<file path="src/rtl/reaction_timer_multi.sv">
// -----------------------------------------------------------------------------
// reaction_timer_multi
//
// Multi-player reaction timer. A host Start launches a round: after a random
// delay (RandomValue ms, zero treated as one) the stimulus LED lights and each
// player's first button press is timed in milliseconds. A press during the
// delay marks the player as a cheat and removes them from the round. Players
// who do not respond within TIMEOUT_MS are given TIMEOUT_MS and raise Slow.
// Results are offered to a display with LCDUpdate until LCDAck, then held
// until the next Start.
//
// Ports:
//   Clk          : sole clock, rising edge
//   Rst          : synchronous active-high reset
//   Start        : start a round / acknowledge shown results (IDLE, SHOW)
//   Press        : player buttons, synchronous level inputs
//   RandomValue  : pre-stimulus delay in ms
//   LCDAck       : display has taken the results
//   LED          : stimulus lamp, all ones while timing
//   Wait         : delay phase active
//   Slow         : at least one player timed out
//   Cheat        : per-player early press, sticky for the round
//   ReactionTime : player i at bits [i*TIME_W +: TIME_W]
//   Winner       : one-hot fastest valid player, zero if none
//   LCDUpdate    : results ready for display
// -----------------------------------------------------------------------------
module reaction_timer_multi #(
   parameter int N_PLAYERS   = 2,
   parameter int TIME_W      = 10,
   parameter int RAND_W      = 13,
   parameter int CLKS_PER_MS = 1000,
   parameter int TIMEOUT_MS  = 500,
   parameter int LED_W       = 8
) (
   input  logic                          Clk,
   input  logic                          Rst,
   input  logic                          Start,
   input  logic [N_PLAYERS-1:0]          Press,
   input  logic [RAND_W-1:0]             RandomValue,
   input  logic                          LCDAck,
   output logic [LED_W-1:0]              LED,
   output logic                          Wait,
   output logic                          Slow,
   output logic [N_PLAYERS-1:0]          Cheat,
   output logic [N_PLAYERS*TIME_W-1:0]   ReactionTime,
   output logic [N_PLAYERS-1:0]          Winner,
   output logic                          LCDUpdate
);

   localparam int                 PRE_W   = $clog2(CLKS_PER_MS);
   localparam logic [PRE_W-1:0]   PRE_MAX = PRE_W'(CLKS_PER_MS - 1);
   localparam logic [TIME_W-1:0]  TO_VAL  = TIME_W'(TIMEOUT_MS);

   typedef enum logic [2:0] {
      S_IDLE,
      S_DELAY,
      S_ARMED,
      S_REPORT,
      S_SHOW
   } state_t;

   state_t                        state_q, state_d;
   logic [PRE_W-1:0]              presc_q, presc_d;
   logic [RAND_W-1:0]             delay_q, delay_d;
   logic [TIME_W-1:0]             elapsed_q, elapsed_d;
   logic [N_PLAYERS-1:0]          press_q;
   logic [N_PLAYERS-1:0]          done_q, done_d;
   logic [N_PLAYERS-1:0]          disq_q, disq_d;
   logic [N_PLAYERS-1:0]          cheat_q, cheat_d;
   logic [N_PLAYERS-1:0]          winner_q, winner_d;
   logic [N_PLAYERS*TIME_W-1:0]   rt_q, rt_d;
   logic                          slow_q, slow_d;
   logic [LED_W-1:0]              led_q;
   logic                          wait_q;
   logic                          lcd_q;

   logic                          tick;
   logic [N_PLAYERS-1:0]          press_edge;
   logic [N_PLAYERS-1:0]          capture;
   logic [N_PLAYERS-1:0]          pending;

   always_comb begin
      tick       = (presc_q == PRE_MAX);
      press_edge = Press & ~press_q;
      capture    = '0;
      pending    = '0;

      state_d    = state_q;
      presc_d    = tick ? '0 : presc_q + 1'b1;
      delay_d    = delay_q;
      elapsed_d  = elapsed_q;
      done_d     = done_q;
      disq_d     = disq_q;
      cheat_d    = cheat_q;
      winner_d   = winner_q;
      rt_d       = rt_q;
      slow_d     = slow_q;

      case (state_q)
         S_IDLE, S_SHOW: begin
            if (Start) begin
               state_d   = S_DELAY;
               presc_d   = '0;
               delay_d   = (RandomValue == '0) ? RAND_W'(1) : RandomValue;
               elapsed_d = '0;
               done_d    = '0;
               disq_d    = '0;
               cheat_d   = '0;
               winner_d  = '0;
               rt_d      = '0;
               slow_d    = 1'b0;
            end
         end

         S_DELAY: begin
            cheat_d = cheat_q | press_edge;
            disq_d  = disq_q | press_edge;
            // Everyone jumped the gun: nothing left to time.
            if (&disq_d) begin
               state_d = S_REPORT;
            end else if (tick) begin
               delay_d = delay_q - 1'b1;
               if (delay_q == RAND_W'(1)) begin
                  state_d   = S_ARMED;
                  presc_d   = '0;
                  elapsed_d = '0;
               end
            end
         end

         S_ARMED: begin
            if (tick) begin
               elapsed_d = elapsed_q + 1'b1;
            end
            capture = press_edge & ~disq_q & ~done_q;
            done_d  = done_q | capture;
            for (int i = 0; i < N_PLAYERS; i++) begin
               if (capture[i]) begin
                  rt_d[i*TIME_W +: TIME_W] = elapsed_q;
               end
            end
            // Isolate the lowest set bit so simultaneous captures pick the
            // lowest player index.
            if ((winner_q == '0) && (capture != '0)) begin
               winner_d = capture & (~capture + 1'b1);
            end
            pending = ~done_d & ~disq_q;
            // A capture on the timeout cycle has already cleared its pending
            // bit, so it keeps its captured value.
            if (elapsed_q == TO_VAL) begin
               for (int i = 0; i < N_PLAYERS; i++) begin
                  if (pending[i]) begin
                     rt_d[i*TIME_W +: TIME_W] = TO_VAL;
                  end
               end
               slow_d  = |pending;
               state_d = S_REPORT;
            end else if (pending == '0) begin
               state_d = S_REPORT;
            end
         end

         S_REPORT: begin
            if (LCDAck) begin
               state_d = S_SHOW;
            end
         end

         default: begin
            state_d = S_IDLE;
         end
      endcase
   end

   always_ff @(posedge Clk) begin
      if (Rst) begin
         state_q   <= S_IDLE;
         presc_q   <= '0;
         delay_q   <= '0;
         elapsed_q <= '0;
         // All ones so a button held through reset is not seen as an edge.
         press_q   <= '1;
         done_q    <= '0;
         disq_q    <= '0;
         cheat_q   <= '0;
         winner_q  <= '0;
         rt_q      <= '0;
         slow_q    <= 1'b0;
         led_q     <= '0;
         wait_q    <= 1'b0;
         lcd_q     <= 1'b0;
      end else begin
         state_q   <= state_d;
         presc_q   <= presc_d;
         delay_q   <= delay_d;
         elapsed_q <= elapsed_d;
         press_q   <= Press;
         done_q    <= done_d;
         disq_q    <= disq_d;
         cheat_q   <= cheat_d;
         winner_q  <= winner_d;
         rt_q      <= rt_d;
         slow_q    <= slow_d;
         // Phase outputs are decoded from the next state so they change on
         // the same edge as the state register.
         led_q     <= (state_d == S_ARMED) ? '1 : '0;
         wait_q    <= (state_d == S_DELAY);
         lcd_q     <= (state_d == S_REPORT);
      end
   end

   assign LED          = led_q;
   assign Wait         = wait_q;
   assign Slow         = slow_q;
   assign Cheat        = cheat_q;
   assign ReactionTime = rt_q;
   assign Winner       = winner_q;
   assign LCDUpdate    = lcd_q;

endmodule

</file>
<file path="config.mk">
export PLATFORM = sky130hd
export DESIGN_NAME = reaction_timer_multi
export DESIGN_NICKNAME = d
export VERILOG_FILES = /design/src/rtl/reaction_timer_multi.sv
export SDC_FILE = /design/constraint.sdc
export NUM_CORES = 1
export LEC_CHECK = 0
export CORE_UTILIZATION = 50
export CTS_CLUSTER_SIZE = 14
export DETAILED_ROUTE_END_ITERATION = 10
export DONT_BUFFER_PORTS = 1
export PLACE_DENSITY = 0.68
export SLEW_MARGIN = 20
export SYNTH_ARGS = -nofsm -noshare
export SYNTH_HDL_FRONTEND = slang
export SYNTH_SLANG_ARGS = --single-unit
export TNS_END_PERCENT = 20
</file>
<file path="constraint.sdc">
create_clock -name Clk -period 2.2 [get_ports Clk]
set_clock_uncertainty 0.1 [all_clocks]
set_input_delay 0.33 -clock Clk [delete_from_list [all_inputs] [get_ports Clk]]
set_output_delay 0.33 -clock Clk [all_outputs]
set_load 0.05 [all_outputs]
</file>
==> flow_metrics.env <==
export IMPL_status="complete, no violations"
export IMPL_cts_htree_levels=3
export IMPL_fp_dieW_um=85.3
export IMPL_via_per_inst=6.18
export IMPL_portBuffers=0
export IMPL_drv_cap=0
export IMPL_n_fill_cell=638
export IMPL_yosys_area_top_type_share=0.404
export IMPL_drtAntennaViolNets=0
export IMPL_antenna_found_initial=0
export IMPL_ys_top_cells_by_count="70 x dfxtp_1, 51 x nor2_1, 48 x nand2_1"
export IMPL_cts_sinks=70
export IMPL_final_hold_viol_count=0
export IMPL_async_flop_share=0
export IMPL_path_clk_slew_ns=0.08
export IMPL_ys_flop_type="dfxtp_1"
export IMPL_maxSlewHeadroom=0.639
export IMPL_clock_path_buffers=2
export IMPL_ios=54
export IMPL_grt_use_total=0.248
export IMPL_root_buffer="clkbuf_8"
export IMPL_gp_congestion=0.850
export IMPL_grt_max_degree=44
export IMPL_grt_pass1_vias=3036
export IMPL_rows=30
export IMPL_synth_area_leader_cell="dfxtp_1"
export IMPL_clk_latency_ns=0.35
export IMPL_overflow=0
export IMPL_dp_cells=503
export IMPL_nNetsFinal=462
export IMPL_cp_required_ns=2.38
export IMPL_cp_max_fo=7
export IMPL_cp_start_kind="flop"
export IMPL_yosys_cell_count_top_type="dfxtp_1"
export IMPL_crit_buf_inv=1
export IMPL_core_area_um2=6760
export IMPL_finalSetupViolations=0
export IMPL_tightest_slew_ns=0.541
export IMPL_dieHeight_um=85.3
export IMPL_cp_cell_sequence="inv_1 > ha_1 > nor3b_2 > nand4_2 > o311a_4 > or4_1 > a21oi_1"
export IMPL_dr_pass1_iters=4
export IMPL_placed_area_um2=3680
export IMPL_drc=0
export IMPL_yosysUniqueCellTypes=62
export IMPL_path_delay_family="simple AND/OR/NAND/NOR gates"
export IMPL_synth_edf_count=0
export IMPL_worst_ep_arrival_time_ns=2.25
export IMPL_dp_final_hpwl_um=6060
export IMPL_numCtsBuffers=9
export IMPL_fin_crit_ns=2.07
export IMPL_rsz0062_at_grt="true"
export IMPL_cts_tree="done"
export IMPL_final_cells=523
export IMPL_drtIter0Drc=183
export IMPL_hold_worst_slack_ns=0.0717
export IMPL_routed_wl_um=8640
export IMPL_dieArea_um2=7280
export IMPL_drive_above_1_share=0.174
export IMPL_critPathCaptureType="flop"
export IMPL_critPathKind="flop to flop"
export IMPL_critPathMaxStageDelay_ns=0.52
export IMPL_synth_fp_nets=442
export IMPL_start_util=0.514
export IMPL_post_cts_buffers=0
export IMPL_max_freq_mhz=482
export IMPL_ir_drop_mv=0.338
export IMPL_critPathSlowestCell="or4_1"
export IMPL_synth_area_um2=3470
export IMPL_powerDensity_nw_per_um2=698
export IMPL_syn_inst=418
export IMPL_synth_seq_cells=70
export IMPL_routedWlPerCell_um=16.5
export IMPL_report_final_slew_viol_count=0
export IMPL_hold_path_class="input pin to flop"
export IMPL_seq_area_frac_synth=0.404
export IMPL_ys_warn_count=0
export IMPL_p_leak_nw=1.49
export IMPL_fin_area_um2=3950
export IMPL_netlist_top_cells_area="dfxtp_1 40%, nor2_1 5.5%, nand2_1 5.2%"
export IMPL_grt_pass1_wl_um=14400
export IMPL_avgSynthCellArea_um2=8.31
export IMPL_area_delta_synth_final_pct=13.7
export IMPL_fin_tns_setup_ns=0
export IMPL_fin_crit_sh=0.942
export IMPL_vias=3231
export IMPL_antennaDiodeCount=0
-- cell type report --
cell class / instances / area [um2] / share of cell area
multi-input combinational: 311 / 1900 / 0.481
sequential: 70 / 1410 / 0.356
timing repair buffer: 38 / 318 / 0.0805
clock buffer: 9 / 124 / 0.0314
tap: 80 / 100 / 0.0253
clock inverter: 7 / 71.3 / 0.0181
inverter: 8 / 30.0 / 0.00760
-- worst reg2reg max path: cells and delay by family (launching register included) --
| family | cells | cell delay, ns |
|---|---|---|
| flops | 1 | 0.31 |
| compound gates | 2 | 0.53 |
| simple gates | 3 | 0.86 |
| fa+ha+maj | 1 | 0.15 |
| buf+inv | 1 | 0.07 |
-- flip-flops by register name, summed over array words and instances, names as in the netlist --
register / cells
LED: 1
Wait: 1
ReactionTime: 20
Slow: 1
Winner: 2
delay_q: 13
elapsed_q: 10
done_q: 2
press_q: 2
Cheat: 2
state_q: 3
disq_q: 2
presc_q: 10
LCDUpdate: 1
-- cell usage in the layout, fill, tap and decap left out, drive strengths merged, types with 4 or more instances in the layout --
cell    count
buf        35
o22ai       4
or2         4
nor3       12
xor2        4
clkbuf      9
a32oi       4
nor3b       4
o31ai       6
nor2       52
nand3      22
nand4       7
nor2b       4
nand2      48
xnor2       4
nor4        7
a21oi      30
clkinv      4
and3        6
o21ai      13
inv         9
a31oi      13
dfxtp      70
a22oi       7
o221a       8
ha          5
-- per-layer routing --
metal | up-vias | track usage | share of wire
met3 | 9 | 0.0603 | 0.068
met5 | - | 0 | 0
met1 | 1502 | 0.344 | 0.47
met2 | 122 | 0.389 | 0.45
li1 | 1598 | - | -
met4 | 0 | 0.0606 | 0.010
-- cell families (layout without fill, tap and decap cells) --
group | after synthesis | count (layout) | synth area share
buffers and inverters | 37 | 62 | 0.0562
adder cells (fa/ha/maj) | 5 | 5 | 0.0180
AO/OA/AOI/OAI | 115 | 115 | 0.236
XOR/XNOR | 8 | 8 | 0.0202
multiplexers | 1 | 1 | 0.00288
AND/OR/NAND/NOR | 182 | 182 | 0.263
flip-flops | 70 | 70 | 0.404
-- stage by stage --
step / utilization / setup slack (ns) / power (mW)
6_report: 0.584 / 0.127 / 2.75
5_1_grt: 0.584 / -0.0447 / 2.86
4_1_cts: 0.581 / 0.0398 / 2.76
3_5_place_dp: 0.544 / -0.0128 / 1.70
3_3_place_gp: 0.544 / 0.0825 / 1.70
2_1_floorplan: - / 0.0680 / 1.61
-- power by group --
part / internal, mW / switching, mW
sequential: 1.30 / 0.0366
combinational: 0.154 / 0.222
clock: 0.526 / 0.521
-- final timing paths --
path | start | end | slack, ns | depth (start not counted)
setup / recovery | delay_q[1] | elapsed_q[1] | 0.13 | 7
hold / removal | Start | state_q[2] | 0.07 | 2
setup reg to reg | delay_q[1] | elapsed_q[1] | 0.13 | 7
hold reg to reg | presc_q[0] | presc_q[0] | 0.38 | 1
-- what timing repair did --
item | in CTS | in global routing
resized for setup | 1 | 3
hold buffers | 3 | 1
endpoints found under the setup margin | 2 | 10
endpoints found under the hold margin | 43 | 1
Power figures use the tool's default switching activity.
